**config.mk**
```make
export PLATFORM = sky130hd
export DESIGN_NAME = la_clkdiv
export DESIGN_NICKNAME = d
export VERILOG_FILES = /design/src/rtl/la_clkdiv.sv
export SDC_FILE = /design/constraint.sdc
export NUM_CORES = 1
export LEC_CHECK = 0
export BUFFER_PORTS_ARGS = -buffer_cell sky130_fd_sc_hd__buf_2
export CORE_ASPECT_RATIO = 1.4
export CORE_UTILIZATION = 45
export CTS_CLUSTER_SIZE = 40
export DETAILED_ROUTE_END_ITERATION = 10
export SETUP_SLACK_MARGIN = 0.5
export SLEW_MARGIN = 10
export SYNTH_ARGS = -nofsm -noshare
export SYNTH_HDL_FRONTEND = slang
export SYNTH_SLANG_ARGS = --single-unit
```
**constraint.sdc**
```tcl
create_clock -name clk -period 3 [get_ports clk]
set_clock_uncertainty 0.2 [all_clocks]
set_input_delay 0.3 -clock clk [delete_from_list [all_inputs] [get_ports clk]]
set_output_delay 0.3 -clock clk [all_outputs]
set_load 0.03 [all_outputs]
```
**src/rtl/la_clkdiv.sv**
```systemverilog
// la_clkdiv: programmable integer clock divider with source-domain rise/fall strobes; LA_CLKDIV_ODD50_EN adds a negedge flop for 50% duty on odd ratios.
// Latency: en sampled in IDLE drives clkout high on the next clk edge; stop requests and div changes take effect only at period boundaries.
// Backpressure: none; en and div are level requests with no handshake, and a period is never truncated.
module la_clkdiv #(
    parameter     PROP = "DEFAULT",
    parameter int DW   = 8
) (
    input  logic          clk,
    input  logic          nreset,
    input  logic          en,
    input  logic [DW-1:0] div,
    output logic          clkout,
    output logic          rise,
    output logic          fall,
    output logic          active
);

    typedef enum logic {
        IDLE = 1'b0,
        RUN  = 1'b1
    } state_t;

    state_t        state_q, state_d;
    logic [DW-1:0] cnt_q, cnt_d;
    logic [DW-1:0] divreg_q, divreg_d;
    logic          hi_q, hi_d;
    logic          rise_q, rise_d;
    logic          fall_q, fall_d;

    logic          div_ok;
    logic          at_boundary;
    logic [DW-1:0] cnt_inc;
    logic [DW-1:0] half;
    logic          unused_prop;

    assign unused_prop = |PROP;

    // Ratios 0 and 1 both mean stop, so any set bit above bit 0 is a valid ratio.
    assign div_ok      = |div[DW-1:1];
    assign cnt_inc     = cnt_q + DW'(1);
    assign half        = divreg_q >> 1;
    assign at_boundary = (cnt_q == (divreg_q - DW'(1)));

    always_comb begin
        state_d  = state_q;
        cnt_d    = cnt_q;
        divreg_d = divreg_q;
        hi_d     = 1'b0;
        rise_d   = 1'b0;
        fall_d   = 1'b0;
        case (state_q)
            IDLE: begin
                if (en && div_ok) begin
                    state_d  = RUN;
                    divreg_d = div;
                    cnt_d    = '0;
                    hi_d     = 1'b1;
                    rise_d   = 1'b1;
                end
            end
            RUN: begin
                if (!at_boundary) begin
                    cnt_d  = cnt_inc;
                    hi_d   = (cnt_inc < half);
                    fall_d = hi_q && !hi_d;
                end else if (en && div_ok) begin
                    // div is only sampled here, so mid-period changes cannot shorten a pulse.
                    divreg_d = div;
                    cnt_d    = '0;
                    hi_d     = 1'b1;
                    rise_d   = 1'b1;
                end else begin
                    state_d = IDLE;
                    cnt_d   = '0;
                end
            end
            default: begin
                state_d = IDLE;
                cnt_d   = '0;
            end
        endcase
    end

    always_ff @(posedge clk or negedge nreset) begin
        if (!nreset) begin
            state_q  <= IDLE;
            cnt_q    <= '0;
            divreg_q <= '0;
            hi_q     <= 1'b0;
            rise_q   <= 1'b0;
            fall_q   <= 1'b0;
        end else begin
            state_q  <= state_d;
            cnt_q    <= cnt_d;
            divreg_q <= divreg_d;
            hi_q     <= hi_d;
            rise_q   <= rise_d;
            fall_q   <= fall_d;
        end
    end

    assign rise   = rise_q;
    assign fall   = fall_q;
    assign active = (state_q == RUN);

`ifdef LA_CLKDIV_ODD50_EN
    logic neg_q;

    // Trails hi_q by half a cycle; OR-ing it in stretches odd high phases without a gap.
    always_ff @(negedge clk or negedge nreset) begin
        if (!nreset) begin
            neg_q <= 1'b0;
        end else begin
            neg_q <= hi_q;
        end
    end

    assign clkout = hi_q | (neg_q & divreg_q[0]);
`else
    assign clkout = hi_q;
`endif

endmodule

```
# --- After elaboration in Yosys (flattened, before gate mapping) ---
# Cells that the tools add are included.
totals:
  ff_bits: 20
  input_bits: 11
  output_inout_bits: 4
  wordCells: 32
classes:
  addsub: 2
  n_lt_le_gt_ge: 1
  eq_ne: 3
  mux: 15
  bitwise: 1
  n_reduce_logical: 4
op_table:
  columns: ["op", "n"]
  rows:
  - ["2-to-1 mux 8 bit", 4]
  - ["one-hot mux 8 bit (2 select lines)", 2]
  - ["adder 8 x 1 -> 8 bit (second input constant)", 1]
  - ["equality test 8 bit", 1]
  - ["< comparator 8 x 7 -> 1 bit", 1]
  - ["subtractor 8 x 1 -> 8 bit (second input constant)", 1]
  - ["OR reduction 7 bit", 1]
  - ["2-to-1 mux 1 bit", 6]
  - ["one-hot mux 1 bit (2 select lines)", 3]
  - ["logical AND 1 bit", 2]
  - ["!= test 2 x 1 -> 1 bit (second input constant)", 1]
  - ["!= test 2 bit (second input constant)", 1]
  - ["logical NOT 1 bit", 1]
  - ["NOT 1 bit", 1]

# --- Longest topological paths before layout ---
# Gate-level depths: netlist of run 1.
logic_depth:
  depth_word: 6
  depth_mapped: 9
  depth_no_buf: 9

# --- Least setup slack after synthesis of run 1 ---
# Ideal clock, no wire load.
synth_path:
  path_type: "reg2reg"
  from: "register divreg_q[0]"
  to: "register divreg_q[0]"
  setup_ns: 0.125
  t_arrival_ns: 2.052
  t_required_ns: 2.675
  setup_slack_ns: 0.623
  path_stages_with_launch: 9
  path_buffers: 1
  period_less_slack_ns: 2.377
  cell_sequence: "dfrtp_1 -> inv_1 -> ha_1 -> buf_6 -> or2_0 -> a221o_2 -> nand3_1 -> nand3_4 -> mux2_4"
synth_via:
  elab_chain_cells: 3
  word_cells_on_any_way: 6
  cone_classes: "add/sub: 1; eq/ne: 2; mux: 3"
synth_rtl:
  columns: ["item", "line_no", "rtl"]
  rows:
  - ["start, declared", "25", "logic [DW-1:0] divreg_q, divreg_d;"]
  - ["start signal, assigned", "95", "divreg_q <= divreg_d;"]
  - ["subtractor 8 x 1 -> 8 bit or 2-to-1 mux 8 bit (tied branches)", null, null]
  - ["equality test 8 bit or 2-to-1 mux 8 bit (tied branches)", null, null]
  - ["!= test 2 x 1 -> 1 bit (no line) or one-hot mux 8 bit (2 select lines) (tied branches)", null, null]
# Several ways; a longest one is shown, not always the timed one. The select of a mux whose other input is x is not followed.
# A chain may end at the register's enable or synchronous reset.

# --- Worst setup path in the final report of run 1 ---
layout_path:
  from: "register divreg_q[1]"
  to: "register cnt_q[6]"
layout_via:
  elab_chain_cells: 4
layout_rtl:
  columns: ["item", "line_no", "rtl"]
  rows:
  - ["subtractor 8 x 1 -> 8 bit", "42", "assign at_boundary = (cnt_q == (divreg_q - DW'(1)));"]
  - ["equality test 8 bit", "42", null]
  - ["2-to-1 mux 8 bit", "62", "if (!at_boundary) begin"]
  - ["one-hot mux 8 bit (2 select lines)", "51", "case (state_q)"]
  - ["end signal, assigned", "94", "cnt_q <= cnt_d;"]
  - ["end, declared", "24", "logic [DW-1:0] cnt_q, cnt_d;"]
# Every way passes these cells.

==> results of run 1 <==
## layer usage
| layer | GRT usage (%) | wire length (um) | vias up |
|---|---|---|---|
| met2 | 38.2 | 1870 | 26 |
| met4 | 12.0 | 109 | 0 |
| li1 | - | - | 592 |
| met3 | 1.74 | 63 | 9 |
| met5 | 0 | 0 | - |
| met1 | 24.7 | 1420 | 604 |
## power groups by stage
stage / Combinational, uW / Clock [uW] / Sequential [uW]
6_report: 19.7 / 175 / 270
5_1_grt: 21.9 / 188 / 269
4_1_cts: 20.4 / 180 / 269
3_5_place_dp: 19.4 / 0 / 275
3_3_place_gp: 18.8 / 0 / 275
2_1_floorplan: 3.02 / 0 / 275
## through the flow
step                      setup slack [ns]  hold WS (ns)
after floorplan                      0.623        -0.196
after global placement               0.355        0.0691
after detailed placement             0.317        0.0716
after CTS                            0.507        0.0717
after global routing                 0.478        0.0710
final                                0.600        0.0677
## synthesized netlist by cell type, types with 2 or more instances
cell type,n,area (um^2)
a211o_1,2,17.5
a21oi_1,6,30.0
a32o_1,10,100
and3_1,3,18.8
buf_2,3,15.0
buf_6,3,33.8
dfrtp_1,20,500
ha_1,8,100
inv_1,12,45.0
mux2_4,3,45.0
nand2_1,8,30.0
nand2b_1,2,12.5
nand3_1,4,20.0
nor2_1,8,30.0
nor2_2,2,12.5
nor2b_1,3,18.8
nor3_1,2,10.0
o211ai_1,2,15.0
o21a_1,2,15.0
o21ai_0,7,35.0
or2_2,2,12.5
xnor2_1,5,43.8
xor2_1,9,78.8
## cell families (layout without fill, tap and decap cells)
family,count (synthesis),in the layout,share of synthesized area (%)
xor+xnor,14,14,8.18
buf+inv,18,39,6.26
fa+ha+maj,8,8,6.68
compound gates,42,42,23.7
flops,20,20,33.4
mux,3,3,3.00
simple gates,45,45,18.8
## worst max path at each step
stage	slack (ns)	startpoint	end	depth (start not counted)
after floorplan	0.62	divreg_q[0]	divreg_q[0]	8
after global placement	0.35	divreg_q[0]	divreg_q[3]	8
after detailed placement	0.32	divreg_q[0]	divreg_q[0]	8
after CTS	0.51	cnt_q[1]	fall	9
after global routing	0.48	cnt_q[1]	fall	8
final	0.60	divreg_q[1]	cnt_q[6]	7
## sequential cells by signal (all words and copies together) (netlist names)
name,cells
rise,1
active,1
clkout,1
fall,1
divreg_q,8
cnt_q,8
## timing repair
action / in CTS / in global routing
buffers inserted: 3 / 4
pin swaps: 2 / 3
setup endpoints to repair: 18 / 18
resized for setup: 6 / 13
hold buffers: 1 / 0
hold endpoints to repair: 20 / 0
## area by class of cell
class,instances,share of cell area (%)
Multi-Input combinational cell,112,55.2
Sequential cell,20,28.8
Timing Repair Buffer,24,8.37
Tap cell,39,2.77
Inverter,12,2.55
Clock buffer,3,2.34
==> results.py, run 1 <==
metrics = {
    "run_status": {
        "status": "finished, final reports clean",
    },
    "placed_design": {
        "place.gp.congestion": 0.906,
        "dpl.cell_count": 199,
        "placed_area_um2": 1580,
        "dp_hpwl_mm": 2.68,
        "place.port_buffers": 14,
    },
    "yosys": {
        "avgSynthCellArea_um2": 9.99,
        "dominantRegCellSynth": "dfrtp_1",
        "yosys_warnings": 0,
        "ys_seq_area_share_pct": 33.4,
        "netlist_area_um2": 1500,
        "async_flop_share_pct": 100,
        "postSynthRegisterBits": 20,
        "synth_cells": 150,
        "synth-edff-count": 0,
        "synthesis.nets": 169,
        "synth.distinct_cells": 47,
    },
    "layout": {
        "layout.nets": 192,
        "drive_gt1_share_pct": 34.5,
        "multi_input_area_um2": 973,
        "final_cell_area_um2": 1760,
        "nFillCells": 295,
        "regArea_um2": 508,
        "post-route-util_pct": 56.0,
        "final_cell_count_no_fill": 210,
        "most-common-layout-cells": "14 x dfrtp_1, 14 x buf_2, 12 x inv_1",
        "antenna_cells": 0,
        "area_delta_synth_final_pct": 17.7,
    },
    "worst_setup_path": {
        "rr_endpoint": "cnt_q[6]",
        "arrival_ns": 2.35,
        "crit_family": "compound AO/OA/AOI/OAI gates",
        "crit_chain": "inv_1 -> ha_4 -> or2_0 -> a221o_2 -> a21oi_1 -> a21bo_2 -> a32o_1",
        "cpPeakStageDelay_ns": 0.42,
        "cp_num_buf_inv": 1,
        "critPathMaxFanout": 7,
        "endpoint_kind": "flop",
        "reg2reg_slack_ns": 0.60,
        "r2r-start": "divreg_q[1]",
        "worstPathRequired_ns": 2.95,
        "critical_path_class": "reg -> reg",
        "worstRegToRegCells": 7,
        "cp_slowest_cell": "a221o_2",
        "cp-start-kind": "flop",
    },
    "floorplanning": {
        "fp.dieW_um": 50.8,
        "io_pins": 15,
        "die_area_um2": 3570,
        "rows": 24,
        "initial_core_util_pct": 47.5,
        "core_area_um2": 3150,
        "die_h_um": 70.3,
    },
    "flow_run": {
        "drv_cap": 0,
    },
    "min_path": {
        "whs_endpoint": "divreg_q[0]",
        "hold_class": "in -> reg",
        "hold_depth": 2,
        "min_from": "div[0]",
    },
    "clock_tree": {
        "clk_path_buf_depth": 2,
        "cts-root-buf": "clkbuf_8",
        "clock_latency_ns": 0.26,
        "cts_buffers": 3,
        "cts_tree": "yes",
        "cts.sinks": 20,
        "htree_levels": 1,
        "clk_pin_slew_ns": 0.07,
    },
    "pwr": {
        "cellLeakagePower_uw": 0.000748,
        "power_uw": 464,
        "p_comb_share_pct": 4.2,
        "p_int_uw": 367,
        "vdd_drop_max_uv": 313,
        "clkPwrFrac_pct": 37.7,
        "power_switching_uw": 97.5,
        "seqPwrFrac_pct": 58.0,
        "p_sw_share_pct": 21.0,
        "cellPowerDensity_nw_per_um2": 263,
    },
    "timing": {
        "tightestPinTransition_ns": 0.544,
        "timing.final.max_slew_violations": 0,
        "fmax_mhz": 417,
        "min_period_ns": 2.40,
        "rsz0062_at_grt": "yes",
        "slew_headroom_pct": 63.7,
        "period_share_pct": 80.0,
        "finalHoldViolCount": 0,
        "setup_violations": 0,
        "tns_ns": 0,
    },
    "grt": {
        "overflow": 0,
        "grt_pass1_vias": 1265,
        "grt_max_degree": 21,
        "grt_pass1_wl_mm": 5.63,
        "antenna_found_initial": 0,
        "grt.total_usage_pct": 21.6,
    },
    "detailed_routing": {
        "post_drt_wl_per_cell_um": 16.5,
        "vias": 1231,
        "viasPerCell": 5.86,
        "wirelength_mm": 3.47,
        "drc_errors": 0,
        "drt_iter0_markers": 25,
        "drtAntennaViolNets": 0,
        "drtPass1Iterations": 4,
    },
}
Power figures use the tool's default switching activity.
==> run 2, diff against run 1 <==
--- a/config.mk
+++ b/config.mk
@@ -10,6 +10,7 @@
 export CORE_UTILIZATION = 45
 export CTS_CLUSTER_SIZE = 40
 export DETAILED_ROUTE_END_ITERATION = 10
+export PLACE_DENSITY = 0.66
 export SETUP_SLACK_MARGIN = 0.5
 export SLEW_MARGIN = 10
 export SYNTH_ARGS = -nofsm -noshare
==> constraint.sdc (replaced) <==
create_clock -name clk -period 2.2 [get_ports clk]
set_clock_uncertainty 0.2 [all_clocks]
set_input_delay 0.22 -clock clk [delete_from_list [all_inputs] [get_ports clk]]
set_output_delay 0.22 -clock clk [all_outputs]
set_load 0.03 [all_outputs]
==> results.py, run 2 (same netlist as run 1, synthesis figures left out) <==
metrics = {
    "run_status": {
        "status": "finished, violations left",
        "violations": "setup timing",
    },
    "worst_setup_path": {
        "critical_path_class": "reg -> reg",
        "cp-start-kind": "flop",
        "reg2reg_slack_ns": -0.16,
        "cp_slowest_cell": "dfrtp_1",
        "worstRegToRegCells": 7,
        "worstPathRequired_ns": 2.14,
        "crit_chain": "or2_2 -> o21ai_0 -> a32oi_1 -> buf_4 -> a32oi_4 -> nand3_4 -> mux2_4",
        "cp_num_buf_inv": 1,
        "r2r-start": "cnt_q[6]",
        "rr_endpoint": "divreg_q[3]",
        "cpPeakStageDelay_ns": 0.47,
        "critPathMaxFanout": 6,
        "endpoint_kind": "flop",
        "arrival_ns": 2.31,
        "crit_family": "compound AO/OA/AOI/OAI gates",
    },
    "placed_design": {
        "place.gp.congestion": 0.858,
        "placed_area_um2": 1910,
        "place.port_buffers": 14,
        "pre_cts_ws_ns": -0.240,
        "dp_hpwl_mm": 3.29,
    },
    "pwr": {
        "vdd_drop_max_uv": 465,
        "power_uw": 682,
        "cellPowerDensity_nw_per_um2": 306,
        "cellLeakagePower_uw": 0.000994,
    },
    "layout": {
        "most-common-layout-cells": "40 x buf_4, 17 x dfrtp_1, 14 x buf_2",
        "largestRegisters": "cnt_q (8), divreg_q (8)",
        "layout_commonest_cell": "buf_4",
        "area_delta_synth_final_pct": 48.7,
        "final_cell_area_um2": 2230,
        "drive_gt1_share_pct": 55.0,
        "nFillCells": 233,
        "layout.nets": 231,
        "antenna_cells": 0,
    },
    "timing": {
        "min_period_ns": 2.36,
        "tightestPinTransition_ns": 0.489,
        "period_share_pct": 107,
        "rsz0062_at_grt": "yes",
        "slew_headroom_pct": 67.4,
        "finalHoldViolCount": 0,
        "setup_violations": 20,
        "holdWs_ns": 0.0140,
        "fmax_mhz": 423,
        "timing.final.max_slew_violations": 0,
        "setup_ws_ns": -0.162,
        "tns_ns": -1.80,
    },
    "floorplanning": {
        "io_pins": 15,
        "die_area_um2": 3570,
        "core_area_um2": 3150,
        "rows": 24,
        "initial_core_util_pct": 47.5,
        "fp.dieW_um": 50.8,
        "die_h_um": 70.3,
    },
    "detailed_routing": {
        "drt_iter0_markers": 64,
        "vias": 1464,
        "drc_errors": 0,
        "wirelength_mm": 4.64,
        "drtPass1Iterations": 4,
        "drtAntennaViolNets": 0,
        "viasPerCell": 5.86,
        "post_drt_wl_per_cell_um": 18.6,
    },
    "grt": {
        "grt_busiest_layer": "met2",
        "use_met3_pct": 3.70,
        "grt_max_degree": 21,
        "grt_pass1_vias": 1543,
        "grt_use_met1_pct": 34.4,
        "antenna_found_initial": 0,
        "grt.total_usage_pct": 29.7,
        "met2_usage_pct": 54.7,
        "overflow": 0,
        "grt_pass1_wl_mm": 7.76,
    },
    "min_path": {
        "hold_depth": 2,
        "hold_class": "in -> reg",
        "whs_endpoint": "divreg_q[3]",
        "min_from": "div[3]",
    },
    "clock_tree": {
        "cts-root-buf": "clkbuf_8",
        "cts_tree": "yes",
        "htree_levels": 1,
        "clock_latency_ns": 0.26,
        "cts.sinks": 20,
        "clk_path_buf_depth": 2,
        "cts_buffers": 3,
        "clk_pin_slew_ns": 0.08,
    },
    "flow_run": {
        "drv_cap": 0,
    },
}
-- run 2: cell types whose count changed in the layout (fill, tap and decap cells not counted), moves of 4 or more --
| cell | change |
|---|---|
| buf_4 | +31 |
| buf_6 | +6 |
| inv_1 | -4 |
| inv_2 | +4 |
-- run 2: per-stage QoR --
stage | utilization (%) | instances
6_report | 70.7 | 250
5_1_grt | 70.7 | 250
2_1_floorplan | - | 150
4_1_cts | 69.3 | 249
3_5_place_dp | 60.5 | 233
3_3_place_gp | 60.5 | 233
-- run 2: timing repair --
item | 4_1_cts | 5_1_grt
endpoints found under the hold margin | 21 | 0
setup buffers | 9 | 1
resized for setup | 30 | 9
hold buffers | 2 | 0
cloned | 1 | 0
pin swaps | 15 | 10
endpoints found under the setup margin | 20 | 21
-- run 2: final cells by class --
cell class / count / area [um^2] / share of cell area [%]
sequential: 20 / 504 / 22.6
timing repair buffer: 62 / 458 / 20.5
multi-input combinational: 113 / 1120 / 50.2
tap: 39 / 48.8 / 2.19
clock buffer: 4 / 55.1 / 2.47
inverter: 12 / 45.0 / 2.02
-- run 2: routing by layer --
layer | wire (um) | share of wire (%)
met1 | 1750 | 38
met2 | 2570 | 55
met3 | 177 | 3.8
met4 | 141 | 3.0
met5 | 0 | 0
-- run 2: worst max-delay path by stage --
stage	from	end	slack (ns)	cells past startpoint
global placement	divreg_q[1]	divreg_q[3]	-0.18	8
finish	cnt_q[6]	divreg_q[3]	-0.16	7
global route	cnt_q[4]	cnt_q[6]	-0.22	6
floorplan	divreg_q[0]	divreg_q[0]	-0.09	9
detailed placement	divreg_q[0]	divreg_q[3]	-0.24	7
CTS	divreg_q[3]	divreg_q[3]	-0.12	6
-- run 2: power by group --
group	switching [uW]	internal, uW
registers	0	367
logic	18.5	11.5
clock network	126	159
total	144	538
==> run 3, diff against run 2 <==
--- a/config.mk
+++ b/config.mk
@@ -6,11 +6,11 @@
 export NUM_CORES = 1
 export LEC_CHECK = 0
 export BUFFER_PORTS_ARGS = -buffer_cell sky130_fd_sc_hd__buf_2
-export CORE_ASPECT_RATIO = 1.4
 export CORE_UTILIZATION = 45
 export CTS_CLUSTER_SIZE = 40
 export DETAILED_ROUTE_END_ITERATION = 10
 export PLACE_DENSITY = 0.66
+export RECOVER_POWER = 100
 export SETUP_SLACK_MARGIN = 0.5
 export SLEW_MARGIN = 10
 export SYNTH_ARGS = -nofsm -noshare
==> results.py, run 3 (same netlist as run 1, synthesis figures left out) <==
metrics = {
    "timing": {
        "setup_ws_ns": -0.117,
        "fmax_mhz": 432,
        "timing.final.max_slew_violations": 0,
        "slew_headroom_pct": 20.7,
        "setup_violations": 17,
        "period_share_pct": 105,
        "min_period_ns": 2.32,
        "tns_ns": -1.35,
        "rsz0062_at_grt": "yes",
        "finalHoldViolCount": 0,
        "tightestPinTransition_ns": 1.19,
    },
    "placed_design": {
        "place.port_buffers": 14,
        "place.gp.congestion": 0.867,
        "placed_area_um2": 1890,
        "dp_hpwl_mm": 3.02,
        "pre_cts_ws_ns": -0.153,
    },
    "worst_setup_path": {
        "rr_endpoint": "cnt_q[5]",
        "cpPeakStageDelay_ns": 0.44,
        "worstPathRequired_ns": 2.21,
        "cp_slowest_cell": "dfrtp_1",
        "arrival_ns": 2.33,
        "critical_path_class": "reg -> reg",
        "cp-start-kind": "flop",
        "crit_chain": "nor2_1 -> and3_2 -> o2111ai_2 -> a32oi_4 -> buf_6 -> nand2_1 -> a211o_1",
        "r2r-start": "divreg_q[1]",
        "worstRegToRegCells": 7,
        "critPathMaxFanout": 5,
        "reg2reg_slack_ns": -0.12,
        "endpoint_kind": "flop",
    },
    "pwr": {
        "vdd_drop_max_uv": 310,
        "p_comb_share_pct": 5.3,
        "p_sw_share_pct": 20.9,
        "seqPwrFrac_pct": 50.9,
        "clkPwrFrac_pct": 43.8,
        "p_int_uw": 572,
        "cellLeakagePower_uw": 0.000974,
        "power_switching_uw": 151,
        "cellPowerDensity_nw_per_um2": 328,
    },
    "detailed_routing": {
        "drt_iter0_markers": 40,
        "viasPerCell": 5.48,
        "drtAntennaViolNets": 0,
        "drc_errors": 0,
        "vias": 1431,
        "drtPass1Iterations": 4,
        "wirelength_mm": 4.26,
        "post_drt_wl_per_cell_um": 16.3,
    },
    "layout": {
        "final_cell_area_um2": 2210,
        "layout_commonest_cell": "buf_4",
        "most-common-layout-cells": "44 x buf_4, 15 x dfrtp_1, 11 x inv_1",
        "area_delta_synth_final_pct": 47.2,
        "nFillCells": 242,
        "layout.nets": 237,
        "drive_gt1_share_pct": 45.2,
        "antenna_cells": 0,
        "largestRegisters": "cnt_q (8), divreg_q (8)",
    },
    "flow_run": {
        "drv_cap": 0,
    },
    "min_path": {
        "whs_endpoint": "divreg_q[2]",
        "hold_depth": 2,
        "hold_class": "in -> reg",
        "min_from": "en",
    },
    "clock_tree": {
        "clk_pin_slew_ns": 0.13,
        "clk_path_buf_depth": 2,
        "cts.sinks": 20,
        "cts_buffers": 3,
        "cts-root-buf": "clkbuf_4",
        "clock_latency_ns": 0.33,
        "cts_tree": "yes",
        "htree_levels": 1,
    },
    "floorplanning": {
        "initial_core_util_pct": 48.3,
        "io_pins": 15,
        "rows": 20,
        "core_area_um2": 3100,
        "fp.dieW_um": 59.7,
        "die_area_um2": 3570,
        "die_h_um": 59.7,
    },
    "grt": {
        "grt_max_degree": 21,
        "grt_pass1_vias": 1423,
        "overflow": 0,
        "grt.total_usage_pct": 26.7,
        "antenna_found_initial": 0,
        "grt_pass1_wl_mm": 6.82,
    },
    "run_status": {
        "status": "finished, violations left",
        "violations": "setup timing",
    },
}
## run 3: worst max-delay path, delay by kind of cell, from the launching register on
| kind | cells | cell delay [ns] |
|---|---|---|
| AOI/OAI and AO/OA | 3 | 0.76 |
| DFF | 1 | 0.44 |
| and+or+nand+nor | 3 | 0.65 |
| buffers and inverters | 1 | 0.16 |
## run 3: final cells by class
cell class	count	area, um^2	area share [%]
inverters	12	45.0	2.04
clock inverters	1	30.0	1.36
flip-flops and latches	20	507	23.0
well taps	44	55.1	2.50
repair buffers	68	495	22.5
clock buffers	3	22.5	1.02
multi-input cells	113	1050	47.6
## run 3: power by group through the flow
stage	combinational, uW	sequential [uW]	clock [uW]
after global routing	43.0	368	328
after floorplan	4.02	375	0
after CTS	39.0	368	324
final	38.5	368	316
after global placement	25.6	375	0
after detailed placement	26.6	375	0
## run 3: repair_timing
action,CTS,global route
pin swaps,11,0
hold buffers,9,0
gates resized for setup,16,2
buffers inserted,10,2
endpoints found under the setup margin,20,20
endpoints found under the hold margin,28,0
cloned,1,0
## run 3: per-stage QoR
stage	util, %	power [uW]	cells	hold slack, ns
2_1_floorplan	-	379	150	-0.276
3_3_place_gp	61.0	400	235	-0.000714
3_5_place_dp	61.0	401	235	0.00800
4_1_cts	70.4	731	259	0.0265
5_1_grt	71.1	739	261	0.0376
6_report	71.1	722	261	0.0382
## run 3: worst max path at each step
stage	startpoint	end	slack [ns]	cells after the start
global route	divreg_q[1]	cnt_q[1]	-0.17	7
finish	divreg_q[1]	cnt_q[5]	-0.12	7
CTS	divreg_q[1]	divreg_q[6]	-0.09	6
detailed placement	divreg_q[2]	divreg_q[6]	-0.15	6
floorplan	divreg_q[0]	divreg_q[0]	-0.09	9
global placement	divreg_q[2]	divreg_q[6]	-0.16	6
## run 3: layer usage
metal	track usage, %	wire length, um	up-vias
met5	0	0	-
met1	35.9	1920	704
li1	-	-	687
met3	3.46	162	9
met4	9.63	78	0
met2	44.1	2100	31
